==> src/rtl/s2p.sv <==
`default_nettype none
// ============================================================================
//  Module   : s2p
//  Purpose  : Serial-to-parallel deserializer. Collects NUM serial bits on a
//             valid/ready stream and presents each completed word on a
//             parallel valid/ready interface. A shift register plus an output
//             holding register let the next word be collected while the
//             current word waits for the consumer.
//  Revision : 1.0  initial release
// ============================================================================
module s2p #(
  parameter int NUM       = 8,    // word width in bits (>= 2)
  parameter bit LSB_FIRST = 1'b1  // 1: first serial bit lands in p_data[0]
) (
  input  logic           clk,
  input  logic           rst,
  input  logic           s_data,
  input  logic           s_valid,
  output logic           s_ready,
  output logic [NUM-1:0] p_data,
  output logic           p_valid,
  input  logic           p_ready
);

  localparam int             c_CW   = (NUM > 1) ? $clog2(NUM) : 1;
  localparam logic [c_CW-1:0] c_LAST = c_CW'(NUM - 1);

  typedef enum logic [0:0] {
    COLLECT = 1'b0,
    STALL   = 1'b1
  } state_t;

  state_t          r_state;
  state_t          w_state_nxt;
  logic [NUM-1:0]  r_shift;
  logic [NUM-1:0]  w_shift_in;
  logic [c_CW-1:0] r_cnt;
  logic [NUM-1:0]  r_p_data;
  logic            r_p_valid;
  logic            r_s_ready;
  logic            w_accept;
  logic            w_last;
  logic            w_drain;
  logic            w_load_new;
  logic            w_load_held;

  // A bit is taken only when the block advertised ready; s_ready is low in
  // STALL, so no bit can be accepted there.
  assign w_accept = s_valid && r_s_ready;
  assign w_last   = w_accept && (r_cnt == c_LAST);
  assign w_drain  = r_p_valid && p_ready;

  // Shift direction decides where the first received bit ends up.
  if (LSB_FIRST) begin : g_lsb_first
    assign w_shift_in = {s_data, r_shift[NUM-1:1]};
  end else begin : g_msb_first
    assign w_shift_in = {r_shift[NUM-2:0], s_data};
  end

  // Next-state and load decisions for the collect/stall controller.
  always_comb begin
    w_state_nxt = r_state;
    w_load_new  = 1'b0;
    w_load_held = 1'b0;
    case (r_state)
      COLLECT: begin
        if (w_last) begin
          // Output register free or emptying this edge: hand over directly.
          if (!r_p_valid || p_ready) begin
            w_load_new = 1'b1;
          end else begin
            w_state_nxt = STALL;
          end
        end
      end
      STALL: begin
        if (w_drain) begin
          w_load_held = 1'b1;
          w_state_nxt = COLLECT;
        end
      end
      default: w_state_nxt = COLLECT;
    endcase
  end

  // State register.
  always_ff @(posedge clk) begin
    if (rst) begin
      r_state <= COLLECT;
    end else begin
      r_state <= w_state_nxt;
    end
  end

  // Shift register, bit counter, output holding register and registered ready.
  always_ff @(posedge clk) begin
    if (rst) begin
      r_shift   <= '0;
      r_cnt     <= '0;
      r_p_data  <= '0;
      r_p_valid <= 1'b0;
      r_s_ready <= 1'b0;
    end else begin
      if (w_accept) begin
        r_shift <= w_shift_in;
        r_cnt   <= w_last ? '0 : r_cnt + 1'b1;
      end
      r_s_ready <= (w_state_nxt == COLLECT);
      if (w_load_new) begin
        r_p_data  <= w_shift_in;
        r_p_valid <= 1'b1;
      end else if (w_load_held) begin
        r_p_data  <= r_shift;
        r_p_valid <= 1'b1;
      end else if (w_drain) begin
        r_p_valid <= 1'b0;
      end
    end
  end

  assign s_ready = r_s_ready;
  assign p_data  = r_p_data;
  assign p_valid = r_p_valid;

endmodule
`default_nettype wire

==> config.mk <==
export PLATFORM = sky130hd
export DESIGN_NAME = s2p
export DESIGN_NICKNAME = d
export VERILOG_FILES = /design/src/rtl/s2p.sv
export SDC_FILE = /design/constraint.sdc
export NUM_CORES = 1
export LEC_CHECK = 0
export ABC_AREA = 1
export BUFFER_PORTS_ARGS = -buffer_cell sky130_fd_sc_hd__buf_2
export CAP_MARGIN = 5
export CORE_MARGIN = 5
export CORE_UTILIZATION = 27
export CTS_CLUSTER_SIZE = 25
export DETAILED_ROUTE_END_ITERATION = 6
export PLACE_DENSITY_LB_ADDON = 0.15
export SLEW_MARGIN = 40
export SYNTH_ARGS = -nofsm -noshare
export SYNTH_HDL_FRONTEND = slang
export SYNTH_SLANG_ARGS = --single-unit
==> constraint.sdc <==
create_clock -name clk -period 1.6 [get_ports clk]
set_clock_uncertainty 0.15 [all_clocks]
set_input_delay 0.16 -clock clk [delete_from_list [all_inputs] [get_ports clk]]
set_output_delay 0.16 -clock clk [all_outputs]
set_load 0.01 [all_outputs]
==> results of run 1 <==
## state kept, by name (all words and copies together), names as in the netlist
name,flops
p_data,8
p_valid,1
r_cnt,3
r_shift,8
r_state,1
s_ready,1
## synth_stat cells (all sizes together)
library cell   n
a211oi         1
a21oi         19
buf            3
clkinv         1
dfxtp         22
ha             2
inv           14
nand2         32
nand3         11
nor2           7
o21ai         18
## layout make-up
class	count	area, µm²
Fill cell	393	2480
Multi-Input combinational cell	91	569
Sequential cell	22	442
Timing Repair Buffer	14	70.1
Tap cell	48	60.1
Inverter	15	56.3
Clock buffer	3	41.3
## where the power goes
part	total [mW]	internal [mW]	switching [mW]	leakage, nW
logic	0.0688	0.0231	0.0457	0.291
registers	0.583	0.568	0.0149	0.180
clock network	0.335	0.168	0.167	0.0216
## worst min-delay path, cell delays in order
cell and delay, ns:
sky130_fd_sc_hd__buf_2 0.09, sky130_fd_sc_hd__o21ai_1 0.06, sky130_fd_sc_hd__a21oi_1 0.10
## how the worst max path moves through the flow
stage                endpoint  depth (start not counted)
floorplan           p_data[0]                          7
global placement    p_data[7]                          7
detailed placement  p_data[3]                          7
CTS                 p_data[3]                          7
global route        p_data[4]                          7
finish              p_data[3]                          7
## through the flow
step	util	area, µm²	hold WS, ns	setup TNS (ns)	worst slack [ns]
finish	0.333	1240	0.0450	0	0.0653
global route	0.333	1240	0.0421	-0.0178	-0.00766
CTS	0.326	1210	0.0364	0	0.0165
detailed placement	0.315	1170	0.310	0	0.0219
global placement	0.315	1170	0.304	0	0.0465
floorplan	-	1060	0.0830	0	0.151
## routing by layer
layer / wire, µm / part of all wire / up-vias / global-route usage
li1: - / - / 467 / -
met1: 1030 / 0.48 / 381 / 0.114
met2: 1010 / 0.47 / 13 / 0.118
met3: 71 / 0.033 / 2 / 0.0208
met4: 36 / 0.017 / 0 / 0.0430
met5: 0 / 0 / - / 0
## cells by family after synthesis
group,Yosys count,share of synthesized area
AND/OR/NAND/NOR,50,0.276
buffers and inverters,18,0.0675
adder cells (fa/ha/maj),2,0.0237
AO/OA/AOI/OAI,38,0.216
flip-flops,22,0.417
## repair_timing
action                                  in CTS  in global routing
endpoints found under the setup margin       0                 10
gates resized for setup                      0                  4
hold buffers                                 0                  0
==> reports/metrics.yaml, run 1 <==
fraction_of_the_yosys_area_taken_by_sequential_cells: 0.417
global_route.overflow_total: 0
ff2ff_setup_slack_ns: 0.07
area_of_the_die_um2: 5260
r2r-end: "p_data[3]"
ir_worst_vdd_uv: 240
critical-path-slowest-cell: "sky130_fd_sc_hd__dfxtp_2"
postRouteAntennaNets: 0
rsz0062_at_grt: "true"
cts_root_buf: "sky130_fd_sc_hd__clkbuf_8"
syn_area_per_cell_um2: 8.12
synth_top_area_frac: 0.417
cp_max_fo: 4
p_total_mw: 0.986
final_cell_count_no_fill: 193
cts_sinks: 22
report.final.setup_viol: 0
drc: 0
worst_pin_slew_ns: 0.336
period_needed_ns: 1.53
max-cap-violations: 0
grt_pass1_vias: 734
post_synth_instance_area_um2: 1060
final-hold-violation-count: 0
p_leak_nw: 0.493
post_synth_num_cell_types: 19
worst_hold_startpoint: "s_data"
wire_length_of_the_first_global_routing_pass_mm: 3.42
yosys.area.top_type: "sky130_fd_sc_hd__dfxtp_1"
slew_violations: 0
grt_antenna_before_repair: 0
gp_routability_congestion: 0.689
row_count: 22
power_per_cell_area_nw_per_um2: 796
regToRegStartpoint: "r_cnt[0]"
clkLatencyLatePin_ns: 0.26
detail_route.first_pass.iterations: 4
required_ns: 1.59
dp_cells: 189
worst_setup_path_startpoint: "r_cnt[0]"
synthesis.yosys.warnings: 0
initial_utilization: 0.284
vias: 863
core-area_um2: 3720
relSlewSlack: 0.776
hold-path-endpoint: "r_shift[7]"
clock_transition_at_the_registers_of_the_reported_paths_ns: 0.08
drt-vias-per-instance: 4.47
drive_gt1_frac: 0.303
layout_commonest_cell: "sky130_fd_sc_hd__nand2_1"
grt_start_max_net_pins: 19
die-width_um: 72.5
run_status: "finished, final reports clean"
yosys-top-cells-area: "sky130_fd_sc_hd__dfxtp_1 42%, sky130_fd_sc_hd__nand2_1 10%, sky130_fd_sc_hd__o21ai_1 8.5%, sky130_fd_sc_hd__a21oi_2 6.6%, sky130_fd_sc_hd__a21oi_1 5.2%"
ctsLongestPathBuffers: 2
grt.total_usage: 0.0828
post-route-period-util: 0.959
cts_tree: "done"
die_height_um: 72.5
critPathLaunchType: "flop"
timing_worst_setup_path_type: "reg -> reg"
max_freq_mhz: 652
cts_bufs_inserted: 3
postSynthRegisterBits: 22
worstPathCellList: "ha_1, ha_2, inv_1, nor2_4, nand3_4, nand3_1, a21oi_2"
rr_worst_depth: 7
crit_path_end_kind: "flop"
hp-class: "in -> reg"
htree_num_levels: 1
hold-path-cell-count: 3
finalNetCount: 154
worstPathArrival_ns: 1.52
worst_stage_delay_on_the_critical_path_ns: 0.35
layout.cells.most_common_list: "28 x sky130_fd_sc_hd__nand2_1, 21 x sky130_fd_sc_hd__dfxtp_1, 18 x sky130_fd_sc_hd__o21ai_1"
dp.final_hpwl_mm: 1.58
synthCells: 130
portBuffers: 14
routed_wire_length_mm: 2.14
synth_fp_nets: 137
routed_wire_length_per_instance_um: 11.1
area_delta_synth_final_pct: 17.3
cts_setup_buffers: 0
worst-path-buf-inv: 1
critical_path.top_delay_family: "simple AND/OR/NAND/NOR gates"
num_io_pins: 15
n_antenna_cell: 0
drt-initial-drc-count: 39
Note: power is estimated with default switching activity, not from simulation.
==> run 2, diff against run 1 <==
--- a/config.mk
+++ b/config.mk
@@ -9,7 +9,7 @@
 export BUFFER_PORTS_ARGS = -buffer_cell sky130_fd_sc_hd__buf_2
 export CAP_MARGIN = 5
 export CORE_MARGIN = 5
-export CORE_UTILIZATION = 27
+export CORE_UTILIZATION = 45
 export CTS_CLUSTER_SIZE = 25
 export DETAILED_ROUTE_END_ITERATION = 6
 export PLACE_DENSITY_LB_ADDON = 0.15
==> reports/metrics.yaml, run 2 (synthesis gave the netlist of run 1 again) <==
p_total_mw: 0.899  # was 0.986 mW
report.final.setup_viol: 0  # unchanged
final_cell_area_um2: 1210  # was 1240 µm²
final-hold-violation-count: 0  # unchanged
drive_gt1_frac: 0.299  # was 0.303
clock_transition_at_the_registers_of_the_reported_paths_ns: 0.11  # was 0.08 ns
layout_commonest_cell: "sky130_fd_sc_hd__nand2_1"  # unchanged
worstPathArrival_ns: 1.59  # was 1.52 ns
routed_wire_length_mm: 2.06  # was 2.14 mm
ctsLongestPathBuffers: 2  # unchanged
post-route-period-util: 0.968  # was 0.959
filler_cell_count: 237  # was 393
portBuffers: 14  # unchanged
routed_wire_length_per_instance_um: 11.8  # was 11.1 µm
postRouteAntennaNets: 0  # unchanged
finalNetCount: 156  # was 154
worst_pin_slew_ns: 0.338  # was 0.336 ns
num_io_pins: 15  # unchanged
gp_routability_congestion: 0.841  # was 0.689
seq_area_um2: 442  # unchanged
ir_worst_vdd_uv: 372  # was 240 µV
multiInputGateArea_um2: 577  # was 569 µm²
cts_tree: "done"  # unchanged
dp.final_hpwl_mm: 1.51  # was 1.58 mm
row_count: 17  # was 22
clkLatencyLatePin_ns: 0.30  # was 0.26 ns
grt_start_max_net_pins: 19  # unchanged
crit_path_end_kind: "flop"  # unchanged
rsz0062_at_grt: "true"  # unchanged
run_status: "finished, final reports clean"  # unchanged
max-cap-violations: 0  # unchanged
wire_length_of_the_first_global_routing_pass_mm: 3.36  # was 3.42 mm
drc: 0  # unchanged
relSlewSlack: 0.775  # was 0.776
period_needed_ns: 1.55  # was 1.53 ns
critPathLaunchType: "flop"  # unchanged
global_route.overflow_total: 0  # unchanged
area_of_the_die_um2: 3420  # was 5260 µm²
cp_max_fo: 4  # unchanged
grt_antenna_before_repair: 0  # unchanged
area_delta_synth_final_pct: 14.8  # was 17.3%
initial_utilization: 0.473  # was 0.284
drt-vias-per-instance: 4.90  # was 4.47
hp-class: "in -> reg"  # unchanged
p_leak_nw: 0.489  # was 0.493 nW
drt-initial-drc-count: 15  # was 39
power_per_cell_area_nw_per_um2: 742  # was 796 nW/µm²
layout.cells.most_common_list: "28 x sky130_fd_sc_hd__nand2_1, 21 x sky130_fd_sc_hd__dfxtp_1, 18 x sky130_fd_sc_hd__o21ai_1"  # unchanged
required_ns: 1.64  # was 1.59 ns
die-width_um: 58.4  # was 72.5 µm
cts_setup_buffers: 0  # unchanged
vias: 858  # was 863
core-area_um2: 2230  # was 3720 µm²
htree_num_levels: 1  # unchanged
grt.total_usage: 0.125  # was 0.0828
detail_route.first_pass.iterations: 4  # unchanged
cts_bufs_inserted: 3  # unchanged
cts_sinks: 22  # unchanged
max_freq_mhz: 646  # was 652 MHz
timing_worst_setup_path_type: "reg -> reg"  # unchanged
dpl-instance-area_um2: 1150  # was 1170 µm²
cts_root_buf: "sky130_fd_sc_hd__clkbuf_4"  # was sky130_fd_sc_hd__clkbuf_8
die_height_um: 58.4  # was 72.5 µm
grt_pass1_vias: 750  # was 734
n_antenna_cell: 0  # unchanged
slew_violations: 0  # unchanged
-- run 2: critical path, cell delays in order (launching register included) --
cell and delay [ns]:
sky130_fd_sc_hd__dfxtp_2 0.37, sky130_fd_sc_hd__ha_1 0.19, sky130_fd_sc_hd__ha_4 0.17, sky130_fd_sc_hd__inv_1 0.10, sky130_fd_sc_hd__nor2_4 0.16, sky130_fd_sc_hd__nand3_2 0.13
sky130_fd_sc_hd__nand3_1 0.12, sky130_fd_sc_hd__a21oi_2 0.06
-- run 2: path summary, 6_finish.rpt --
kind / startpoint / cells after the start / slack (ns) / to
worst min register to register: r_cnt[0] / 1 / 0.31 / r_cnt[0]
worst max register to register: r_cnt[0] / 7 / 0.05 / p_data[0]
worst max-delay path: r_cnt[0] / 7 / 0.05 / p_data[0]
worst min-delay path: p_ready / 4 / 0.05 / r_state
-- run 2: layout make-up --
type / count / share of cell area
Multi-Input combinational cell: 92 / 0.476
Sequential cell: 22 / 0.364
Timing Repair Buffer: 15 / 0.0660
Inverter: 15 / 0.0464
Tap cell: 28 / 0.0289
Clock buffer: 3 / 0.0186
-- run 2: report_power, final --
group	internal, mW	leakage [nW]	total [mW]	switching (mW)
logic	0.0252	0.295	0.0719	0.0467
registers	0.568	0.180	0.584	0.0164
clock network	0.0877	0.0138	0.243	0.155
total	0.681	0.489	0.899	0.219
-- run 2: repair_timing --
item                                   4_1_cts  5_1_grt
resized for setup                            1        2
hold buffers                                 1        0
endpoints found under the hold margin        1        0
cloned                                       0        2
setup endpoints to repair                    7        8
pin swaps                                    0        2
-- run 2: per-stage QoR --
step	utilization	setup slack, ns	hold WS (ns)	TNS, ns	std cells
final	0.543	0.0518	0.0517	0	175
after global routing	0.543	-0.0224	0.0351	-0.0547	175
after CTS	0.528	0.0271	0.0424	0	173
after detailed placement	0.513	0.0149	0.306	0	169
after global placement	0.513	0.0544	0.302	0	169
after floorplan	-	0.151	0.0830	0	130
-- run 2: metal layers --
metal,vias up,track usage,part of all wire
li1,469,-,-
met1,371,0.166,0.52
met2,16,0.193,0.44
met3,2,0.0219,0.038
met4,0,0.0596,0.0083
met5,-,0,0
==> run 3, diff against run 2 <==
--- a/config.mk
+++ b/config.mk
@@ -12,7 +12,7 @@
 export CORE_UTILIZATION = 45
 export CTS_CLUSTER_SIZE = 25
 export DETAILED_ROUTE_END_ITERATION = 6
-export PLACE_DENSITY_LB_ADDON = 0.15
+export PLACE_DENSITY = 0.65
 export SLEW_MARGIN = 40
 export SYNTH_ARGS = -nofsm -noshare
 export SYNTH_HDL_FRONTEND = slang
==> reports/metrics.yaml, run 3 (synthesis gave the netlist of run 1 again) <==
worstPathArrival_ns: 1.58  # was 1.59 ns
postRouteAntennaNets: 0  # unchanged
hp-class: "in -> reg"  # unchanged
fin_worst_setup_slack_ns: 0.0657  # was 0.0518 ns
run_status: "finished, final reports clean"  # unchanged
cts_tree: "done"  # unchanged
critical-path-slowest-cell: "sky130_fd_sc_hd__dfxtp_2"  # unchanged
cp_num_cells: 7  # unchanged
portBuffers: 14  # unchanged
critPathLaunchType: "flop"  # unchanged
worst_stage_delay_on_the_critical_path_ns: 0.35  # was 0.37 ns
dp_cells: 169  # unchanged
global_route.overflow_total: 0  # unchanged
fin_tns_setup_ns: 0  # unchanged
dp.final_hpwl_mm: 1.52  # was 1.51 mm
drc: 0  # unchanged
wire_length_of_the_first_global_routing_pass_mm: 3.31  # was 3.36 mm
finalNetCount: 156  # unchanged
power_per_cell_area_nw_per_um2: 789  # was 742 nW/µm²
cts_sinks: 22  # unchanged
htree_num_levels: 1  # unchanged
ir_worst_vdd_uv: 449  # was 372 µV
dp_worst_setup_slack_ns: 0.0266  # was 0.0149 ns
clock_transition_at_the_registers_of_the_reported_paths_ns: 0.13  # was 0.11 ns
worst_pin_slew_ns: 0.333  # was 0.338 ns
drt-vias-per-instance: 4.92  # was 4.90
area_delta_synth_final_pct: 15.8  # was 14.8%
slew_violations: 0  # unchanged
hold-path-endpoint: "r_state"  # unchanged
max-cap-violations: 0  # unchanged
required_ns: 1.65  # was 1.64 ns
routed_wire_length_per_instance_um: 11.9  # was 11.8 µm
worst_hold_startpoint: "p_ready"  # unchanged
area_of_the_die_um2: 3420  # unchanged
drt-initial-drc-count: 26  # was 15
die-width_um: 58.4  # unchanged
period_needed_ns: 1.53  # was 1.55 ns
post-route-period-util: 0.959  # was 0.968
crit_path_end_kind: "flop"  # unchanged
die_height_um: 58.4  # unchanged
rsz0062_at_grt: "false"  # was true
cp_max_fo: 5  # was 4
routed_wire_length_mm: 2.10  # was 2.06 mm
ctsLongestPathBuffers: 2  # unchanged
ff2ff_setup_slack_ns: 0.07  # was 0.05 ns
final-hold-violation-count: 0  # unchanged
vias: 866  # was 858
regToRegStartpoint: "r_cnt[0]"  # unchanged
relSlewSlack: 0.778  # was 0.775
detail_route.first_pass.iterations: 4  # unchanged
row_count: 17  # unchanged
grt_start_max_net_pins: 19  # unchanged
layout.cells.most_common_list: "28 x sky130_fd_sc_hd__nand2_1, 20 x sky130_fd_sc_hd__dfxtp_1, 18 x sky130_fd_sc_hd__o21ai_1"  # was 28 x sky130_fd_sc_hd__nand2_1, 21 x sky130_fd_sc_hd__dfxtp_1, 18 x sky130_fd_sc_hd__o21ai_1
worst_setup_path_startpoint: "r_cnt[0]"  # unchanged
num_io_pins: 15  # unchanged
final_cell_count_no_fill: 176  # was 175
cts_bufs_inserted: 3  # unchanged
clkLatencyLatePin_ns: 0.32  # was 0.30 ns
report.final.setup_viol: 0  # unchanged
hold-path-cell-count: 4  # unchanged
gp_routability_congestion: 0.858  # was 0.841
grt_antenna_before_repair: 0  # unchanged
grt.total_usage: 0.127  # was 0.125
critical_path.top_delay_family: "simple AND/OR/NAND/NOR gates"  # unchanged
r2r-end: "p_data[3]"  # was p_data[0]
cts_root_buf: "sky130_fd_sc_hd__clkbuf_4"  # unchanged
n_antenna_cell: 0  # unchanged
drive_gt1_frac: 0.311  # was 0.299
grt_pass1_vias: 762  # was 750
layout_commonest_cell: "sky130_fd_sc_hd__nand2_1"  # unchanged
worst-path-buf-inv: 1  # unchanged
p_leak_nw: 0.500  # was 0.489 nW
worstPathCellList: "ha_1, ha_2, inv_1, nor2_4, nand3_4, nand3_1, a21oi_2"  # was ha_1, ha_4, inv_1, nor2_4, nand3_2, nand3_1, a21oi_2
rr_worst_depth: 7  # unchanged
timing_worst_setup_path_type: "reg -> reg"  # unchanged
max_freq_mhz: 652  # was 646 MHz
initial_utilization: 0.473  # unchanged
core-area_um2: 2230  # unchanged
run 3: per-layer routing:
| layer | vias to the layer above | part of all wire | global-route usage |
|---|---|---|---|
| met5 | - | 0 | 0 |
| met4 | 0 | 0.021 | 0.0795 |
| met3 | 6 | 0.035 | 0.0285 |
| met2 | 13 | 0.45 | 0.201 |
| met1 | 377 | 0.49 | 0.155 |
| li1 | 470 | - | - |
run 3: cell type report:
class	instances	area, µm²
fill	225	1010
multi-input combinational	91	564
sequential	22	443
timing repair buffer	16	87.6
inverter	15	56.3
clock buffer	4	36.3
tap	28	35.0
run 3: worst max-delay path by stage:
stage                     end  slack [ns]
finish              p_data[3]        0.07
CTS                 p_data[5]        0.03
global route        p_data[3]        0.02
floorplan           p_data[0]        0.15
global placement    p_data[1]        0.05
detailed placement  p_data[2]        0.03
run 3: metrics by stage:
stage          total power, mW  hold slack (ns)  cell area, µm²  utilization
2_1_floorplan            0.642           0.0830            1060            -
3_3_place_gp             0.661            0.301            1150        0.513
3_5_place_dp             0.663            0.316            1150        0.513
4_1_cts                  0.978           0.0232            1190        0.534
5_1_grt                   1.02           0.0371            1220        0.547
6_report                 0.965           0.0325            1220        0.547
run 3: what timing repair did:
item / CTS / global route
resized for setup: 1 / 3
endpoints found under the hold margin: 1 / 0
gates cloned: 0 / 1
hold buffers: 1 / 0
setup endpoints to repair: 2 / 8
pin swaps: 0 / 1
buffers inserted: 0 / 1
run 3: worst min-delay path: stages:
cell	delay, ns
sky130_fd_sc_hd__buf_2	0.10
sky130_fd_sc_hd__nand2_2	0.10
sky130_fd_sc_hd__nand2_1	0.08
sky130_fd_sc_hd__nor2_1	0.03
run 3: power breakdown:
part           leakage, nW  switching [mW]  internal [mW]
Clock               0.0210           0.170          0.139
Combinational        0.298          0.0464         0.0266
Sequential           0.180          0.0144          0.568
